==> src/rtl/ov7670_roi_capture.sv <==
// OV7670 byte-stream capture: synchronises the camera bus, turns byte pairs into grey
// pixels (optionally thresholded inside an ROI) and emits decimated frame-buffer writes.
module ov7670_roi_capture #(
  parameter int H_ACTIVE      = 640,
  parameter int V_ACTIVE      = 480,
  parameter int DECIM_LOG2    = 0,
  parameter int OUT_W         = 8,
  parameter int ADDR_W        = 19,
  parameter int Y_ON_ODD_BYTE = 1
) (
  input  logic              pclk,
  input  logic              rst_n,
  input  logic              vsync,
  input  logic              href,
  input  logic [7:0]        din,
  input  logic              arm,
  input  logic              continuous,
  input  logic [1:0]        mode,
  input  logic [7:0]        thresh,
  input  logic [9:0]        box_left,
  input  logic [9:0]        box_right,
  input  logic [9:0]        box_up,
  input  logic [9:0]        box_down,
  output logic [ADDR_W-1:0] addr,
  output logic [OUT_W-1:0]  dout,
  output logic              we,
  output logic              busy,
  output logic              capture_end,
  output logic [15:0]       frame_cnt,
  output logic              line_err,
  output logic              frame_err
);

  localparam logic [15:0] H_LIM  = 16'(H_ACTIVE);
  localparam logic [15:0] V_LIM  = 16'(V_ACTIVE);
  localparam logic [15:0] V_LAST = 16'(V_ACTIVE - 1);
  localparam logic [15:0] D_MASK = 16'((1 << DECIM_LOG2) - 1);
  localparam logic [31:0] H_DEC  = 32'(H_ACTIVE >> DECIM_LOG2);

  typedef enum logic [1:0] {IDLE, WAIT_FRAME, ACTIVE, DONE} state_t;
  state_t state;

  logic       vsync_s1, vsync_s2, href_s1, href_s2;
  logic [7:0] din_s1, din_s2;
  logic       vsync_rise, href_rise, href_fall;

  logic [15:0] x_reg, y_reg;
  logic        phase_reg;
  logic [7:0]  byte0_reg;
  logic [1:0]  mode_reg;
  logic [7:0]  thresh_reg;
  logic [9:0]  left_reg, right_reg, up_reg, down_reg;

  logic [7:0]        luma, r8, g8, b8, pixel;
  logic [10:0]       grey_sum;
  logic              inside_roi, wr_ok, pix_done;
  logic [15:0]       x_after;
  logic [ADDR_W-1:0] addr_calc;

  always_ff @(posedge pclk or negedge rst_n) begin
    if (!rst_n) begin
      vsync_s1 <= 1'b0;
      vsync_s2 <= 1'b0;
      href_s1  <= 1'b0;
      href_s2  <= 1'b0;
      din_s1   <= 8'd0;
      din_s2   <= 8'd0;
    end else begin
      vsync_s1 <= vsync;
      vsync_s2 <= vsync_s1;
      href_s1  <= href;
      href_s2  <= href_s1;
      din_s1   <= din;
      din_s2   <= din_s1;
    end
  end

  assign vsync_rise = vsync_s1 & ~vsync_s2;
  assign href_rise  = href_s1 & ~href_s2;
  assign href_fall  = ~href_s1 & href_s2;

  // The second byte of a pair is still in din_s2 when the pixel completes.
  always_comb begin
    luma       = (Y_ON_ODD_BYTE != 0) ? din_s2 : byte0_reg;
    r8         = {byte0_reg[7:3], byte0_reg[7:5]};
    g8         = {byte0_reg[2:0], din_s2[7:5], byte0_reg[2:1]};
    b8         = {din_s2[4:0], din_s2[4:2]};
    grey_sum   = {2'b00, r8, 1'b0} + {1'b0, g8, 2'b00} + {3'b000, g8} + {3'b000, b8};
    inside_roi = (x_reg >= {6'd0, left_reg}) && (x_reg < {6'd0, right_reg}) &&
                 (y_reg >= {6'd0, up_reg})   && (y_reg < {6'd0, down_reg});
    case (mode_reg)
      2'd1:    pixel = inside_roi ? ((luma >= thresh_reg) ? 8'hFF : 8'h00) : luma;
      2'd2:    pixel = grey_sum[10:3];
      default: pixel = luma;
    endcase
    pix_done  = href_s2 && phase_reg;
    wr_ok     = (x_reg < H_LIM) && (y_reg < V_LIM) &&
                ((x_reg & D_MASK) == 16'd0) && ((y_reg & D_MASK) == 16'd0);
    x_after   = (pix_done && (x_reg < H_LIM)) ? x_reg + 16'd1 : x_reg;
    addr_calc = ADDR_W'(32'(y_reg >> DECIM_LOG2) * H_DEC + 32'(x_reg >> DECIM_LOG2));
  end

  always_ff @(posedge pclk or negedge rst_n) begin
    if (!rst_n) begin
      state       <= IDLE;
      addr        <= '0;
      dout        <= '0;
      we          <= 1'b0;
      busy        <= 1'b0;
      capture_end <= 1'b0;
      frame_cnt   <= 16'd0;
      line_err    <= 1'b0;
      frame_err   <= 1'b0;
      x_reg       <= 16'd0;
      y_reg       <= 16'd0;
      phase_reg   <= 1'b0;
      byte0_reg   <= 8'd0;
      mode_reg    <= 2'd0;
      thresh_reg  <= 8'd0;
      left_reg    <= 10'd0;
      right_reg   <= 10'd0;
      up_reg      <= 10'd0;
      down_reg    <= 10'd0;
    end else begin
      we          <= 1'b0;
      capture_end <= 1'b0;
      // A vsync rise (re)starts the frame and wins over any href edge this cycle.
      if (vsync_rise && (state == WAIT_FRAME || (state == ACTIVE && y_reg < V_LIM))) begin
        if (state == ACTIVE) frame_err <= 1'b1;
        state      <= ACTIVE;
        x_reg      <= 16'd0;
        y_reg      <= 16'd0;
        phase_reg  <= 1'b0;
        mode_reg   <= mode;
        thresh_reg <= thresh;
        left_reg   <= box_left;
        right_reg  <= box_right;
        up_reg     <= box_up;
        down_reg   <= box_down;
      end else begin
        case (state)
          IDLE: begin
            if (arm) begin
              state     <= WAIT_FRAME;
              busy      <= 1'b1;
              line_err  <= 1'b0;
              frame_err <= 1'b0;
            end
          end
          WAIT_FRAME: begin
            busy <= 1'b1;
          end
          ACTIVE: begin
            if (href_rise) begin
              x_reg     <= 16'd0;
              phase_reg <= 1'b0;
            end else if (href_s2) begin
              phase_reg <= ~phase_reg;
              if (!phase_reg) begin
                byte0_reg <= din_s2;
              end else begin
                x_reg <= x_after;
                if (wr_ok) begin
                  we   <= 1'b1;
                  addr <= addr_calc;
                  dout <= pixel[7 -: OUT_W];
                end
              end
            end
            // The last byte of a line may complete in the same cycle the fall is seen.
            if (href_fall) begin
              if (x_after != H_LIM) line_err <= 1'b1;
              y_reg <= y_reg + 16'd1;
              if (y_reg == V_LAST) begin
                state       <= DONE;
                capture_end <= 1'b1;
                frame_cnt   <= frame_cnt + 16'd1;
              end
            end
          end
          DONE: begin
            state <= continuous ? WAIT_FRAME : IDLE;
            busy  <= continuous;
          end
          default: begin
            state <= IDLE;
            busy  <= 1'b0;
          end
        endcase
      end
    end
  end

endmodule
==> config.mk <==
export PLATFORM = sky130hd
export DESIGN_NAME = ov7670_roi_capture
export DESIGN_NICKNAME = d
export VERILOG_FILES = /design/src/rtl/ov7670_roi_capture.sv
export SDC_FILE = /design/constraint.sdc
export NUM_CORES = 1
export LEC_CHECK = 0
export ABC_AREA = 1
export CAP_MARGIN = 10
export CORE_MARGIN = 4
export CORE_UTILIZATION = 25
export DETAILED_ROUTE_END_ITERATION = 6
export GPL_TIMING_DRIVEN = 0
export SLEW_MARGIN = 20
export SYNTH_ARGS = -nofsm -noshare
export SYNTH_HDL_FRONTEND = slang
export SYNTH_SLANG_ARGS = --single-unit
==> constraint.sdc <==
create_clock -name pclk -period 4.2 [get_ports pclk]
set_input_delay 0.63 -clock pclk [delete_from_list [all_inputs] [get_ports pclk]]
set_output_delay 0.63 -clock pclk [all_outputs]
set_load 0.05 [all_outputs]
# Word-level counts from Yosys, hierarchy flattened
# Index checks and enable logic that the tools add are counted.
# W data, S select, Z words.
# totals
reg_bits	161
input_bits	64
out_inout_bits	48
# op_classes
addsub	7
multipliers	1
n_lt_le_gt_ge	7
n_eq_ne	14
mux	41
bitwise_logic	9
n_reduce_logical	29
# ops
op	n
$mux W16	9
$add A16 B1 Y16 const B	3
$ge A16 B10 Y1	2
$lt A16 B10 Y1	2
$add A11 B8 Y11	2
$mux W1	22
$add A19 B16 Y19	1
$eq A16 B9 Y1 const B	1
$lt A16 B10 Y1 const B	1
$lt A16 B9 Y1 const B	1
$mul A16 B3 Y12 const B	1
$mux W8	2
$ne A16 B10 Y1 const B	1
$pmux W8 S2	1
$add A9 B10 Y11	1
$reduce_and A5 Y1	2
$reduce_bool A2 Y1	5
$reduce_and A3 Y1	3
$reduce_bool A3 Y1	3
$ge A8 B8 Y1	1
$logic_and A1 B1 Y1	8
$mux W2	4
$reduce_and A4 Y1	2
$eq A2 B2 Y1 const B	3
16 further kinds	27

# Depth between registers and ports, before layout
# depth
depth_word	8
ltp_mapped	19
mapped_depth_nobuf	19

# Worst setup path before layout
# Ideal clock, no wire load.
# synth_path
path_type	register to register
startpoint	register din_s2[5]
endpoint	register dout[5]
arrival_ps	2820
required_ps	4082
setup_slack_ps	1262
path_stages_with_launch	19
n_path_buf	0
cell_sequence	dfrtp_1 inv_1 fa_1 fa_1 nor2_1 nand3_1 fa_1 nor2_1 o21ai_0 nand2_1 nand2_1 a21oi_1 o21ai_0 nand3_1 nand2_1 inv_1 nand2_1 nand2_1 nand2_1
# synth_between
elab_chain_cells	4
word_cells_on_any_way	7
classes_between	add/sub (3); order compare (1); mux (3)
# synth_lines
item	line	source
start: declaration	44	logic [7:0] din_s1, din_s2;
start signal: assignment	74	din_s2 <= din_s1;
$add A9 B10 Y11 or $ge A8 B8 Y1 (tied branches)	88, 92	
$add A11 B8 Y11 or $mux W8 (tied branches) (2 in series)	88, 92	
$pmux W8 S2 *	91	case (mode_reg)
end signal: assignment	166	dout <= pixel[7 -: OUT_W];
end: declaration	25	output logic [OUT_W-1:0] dout,
# Every way passes the cells marked *; elsewhere a longest branch is shown, timed or not.
# A chain may end at the register's enable or synchronous reset.

# Worst setup path after layout
# Same ends and word-level chain as after synthesis.

==> results.json <==
{
  "outcome": "finished clean",
  "cp_slowest_cell": "fa_1",
  "syn_to_final_growth_pct": 24.2,
  "largest_register_ffs": 19,
  "antenna_found_initial": 0,
  "hold_viol": 0,
  "rsz0062_at_grt": "false",
  "drc": 0,
  "synth_compound_area_share_pct": 10.8,
  "design_area_mm2": 0.0123,
  "max_slew_margin_pct": 45.6,
  "die_y_um": 207,
  "worstSetupPathType": "flop to flop",
  "fin_nets": 1518,
  "synth.distinct_cells": 42,
  "first_pass_iters": 5,
  "place.gp.congestion": 0.897,
  "yosysWarnings": 0,
  "avgSynthCellArea_um2": 8.16,
  "n_antenna_cell": 0,
  "cts_setup_buffers": 0,
  "finalCritPeriodShare_pct": 79.4,
  "syn_area_mm2": 0.00992,
  "via_per_inst": 4.47,
  "port_buffers": 111,
  "worst-path-stages": 18,
  "syn-num-nets": 1387,
  "cp_common_cell": "nand2_1",
  "setup-violations-final": 0,
  "max_stage_delay_ns": 0.49,
  "netlist_instances": 1216,
  "layout-drive-gt1-share_pct": 5.59,
  "synth_top_family_by_area": "simple AND/OR/NAND/NOR gates",
  "period_needed_ns": 3.34,
  "drtAntennaViolNets": 0,
  "die_area_mm2": 0.0429,
  "cp_num_buf_inv": 2,
  "power.total_mw": 4.85,
  "required_ns": 4.52,
  "start_util_pct": 25.5,
  "p_leak_nw": 5.97,
  "cp_top_family": "adder cells",
  "reg2reg_from": "din_s2[5]",
  "synth_xor_area_share_pct": 3.62,
  "wl_per_cell_um": 14.9,
  "grt_pass1_vias": 8516,
  "core-area_mm2": 0.0389,
  "yosys.area_share.simple_pct": 21.3,
  "htreeDepth": 4,
  "cts_buffers": 17,
  "startpoint": "din_s2[5]",
  "place_area_mm2": 0.0117,
  "cts-resized-gates": 0,
  "rrSetupSlack_ns": 0.86,
  "cp_data_arrival_time_ns": 3.66,
  "r2r_cells": 18,
  "ys_seq_area_share_pct": 40.6,
  "dp_hpwl_um": 21700,
  "max_cap_violations": 0,
  "hp-class": "input pin to asynchronous set/reset pin",
  "cts.sinks": 161,
  "worstSetupEndpointType": "flop",
  "die_x_um": 207,
  "finClkSkew_ns": 0.0124,
  "postCtsHoldBufs": 0,
  "fmax_mhz": 300,
  "endpoint": "dout[5]",
  "worst_setup_path_start_kind": "flop",
  "grt_overflow": 0,
  "tns_ns": 0,
  "grt_max_degree": 83,
  "critPathMaxFanout": 5,
  "synth_seq_cells": 161,
  "cts_tree": "yes",
  "tightestPinTransition_ns": 0.816,
  "clockBufferDepth": 2,
  "power.density_mw_per_mm2": 393,
  "regMostFlops": "addr",
  "drtIter0Drc": 444,
  "worst_skew_pair.late_latency_ns": 0.43,
  "num_vias": 8390,
  "synth_fa_ha_area_share_pct": 14.7,
  "rr_endpoint": "dout[5]",
  "drv_slew": 0,
  "synthMuxAreaShare_pct": 0,
  "fill_cells": 4145,
  "crit_chain": "inv_1, fa_1, fa_1, nor2_1, nand3_1, fa_1, nor2_1, o21ai_0, nand2_1, nand2_1, a21oi_1, o21ai_0, nand3_1, nand2_1, inv_1, nand2_1, nand2_1, nand2_1",
  "cts-root-buf": "clkbuf_16",
  "path_clk_slew_ns": 0.06,
  "track_usage_pct": 13.3,
  "ir_worst_vdd_mv": 0.225,
  "row_count": 72,
  "wl_um": 28000,
  "io_pins": 112,
  "grt_pass1_wl_um": 46100
}
-- final cells by class --
cell class | count | area (um2) | area share, %
Tap cell | 518 | 648 | 5.26
Multi-Input combinational cell | 834 | 5000 | 40.6
Clock inverter | 10 | 126 | 1.03
Buffer | 26 | 153 | 1.24
Sequential cell | 161 | 4030 | 32.7
Inverter | 195 | 734 | 5.96
Timing Repair Buffer | 112 | 1140 | 9.28
Clock buffer | 22 | 484 | 3.93
-- through the flow --
| step | std cells | util, % | hold WS (ns) | setup slack (ns) |
|---|---|---|---|---|
| floorplan | 1216 | - | 0.331 | 1.26 |
| global placement | 1845 | 30.0 | 0.335 | -4.52 |
| detailed placement | 1846 | 30.1 | 0.336 | 0.858 |
| CTS | 1878 | 31.7 | 0.211 | 0.861 |
| global route | 1878 | 31.7 | 0.232 | 0.544 |
| finish | 1878 | 31.7 | 0.195 | 0.863 |
-- worst min-delay path by stage --
stage / from / endpoint / slack (ns)
final: rst_n / din_s1[1] / 0.20
after detailed placement: din_s1[4] / din_s2[4] / 0.34
after floorplan: rst_n / addr[0] / 0.33
after global placement: din_s1[0] / din_s2[0] / 0.33
after CTS: rst_n / addr[3] / 0.21
after global routing: rst_n / thresh_reg[1] / 0.23
-- report_power, final --
group	total, mW	switching (mW)	internal [mW]
logic	1.44	0.909	0.531
registers	1.79	0.0888	1.70
clock network	1.62	0.672	0.946
total	4.85	1.67	3.18
-- cells in the final DEF, fill, tap and decap left out, types with 9 or more instances in the layout --
master,n
a21oi_1,62
nand4_1,15
xnor2_1,11
nand2_1,287
o21ai_1,11
buf_2,9
nand3_1,61
o21ai_0,96
nor3_1,28
fa_1,16
clkdlybuf4s50_1,110
o22ai_1,9
dfrtp_1,161
nor2_1,68
inv_1,189
xor2_1,30
clkbuf_16,17
ha_1,91
-- logic make-up after synthesis --
group / count (synthesis)
and+or+nand+nor: 486
buffers and inverters: 221
DFF: 161
adders and majority gates: 107
xor gates and xnor gates: 41
AOI/OAI and AO/OA: 200
-- worst register-to-register path, cell delays in order, from the launching register on --
cell     delay (ns)
dfrtp_1        0.39
inv_1          0.21
fa_1           0.49
fa_1           0.47
nor2_1         0.11
nand3_1        0.12
fa_1           0.42
nor2_1         0.14
o21ai_0        0.08
nand2_1        0.11
nand2_1        0.08
a21oi_1        0.16
o21ai_0        0.10
nand3_1        0.08
nand2_1        0.06
inv_1          0.06
nand2_1        0.05
nand2_1        0.06
nand2_1        0.04
-- layer usage --
layer | GRT usage [%] | vias to the layer above | wire, um
met4 | 3.53 | 0 | 491
met3 | 2.81 | 23 | 1400
met2 | 22.1 | 191 | 13300
li1 | - | 4198 | -
met5 | 0 | - | 0
met1 | 17.7 | 3978 | 12800
-- synth_stat cells (all sizes together) --
cell,number,area (um2)
a31oi,2,12.5
o21ai,107,536
nand4,18,131
a21boi,2,15.0
dfrtp,161,4030
nor4,7,43.8
o211ai,3,22.5
nand2,293,1120
fa,16,320
a221oi,1,8.76
xor2,30,263
ha,91,1140
a32oi,1,8.76
o31ai,2,15.0
nor2,75,328
a21oi,62,310
o22ai,9,56.3
a311oi,2,17.5
inv,195,734
clkbuf,8,32.5
nand3,63,333
nor3,28,140
xnor2,11,96.3
o21a,4,30.0
o21bai,5,37.5
nand3b,2,15.0
buf,18,120
Power figures use the tool's default switching activity.
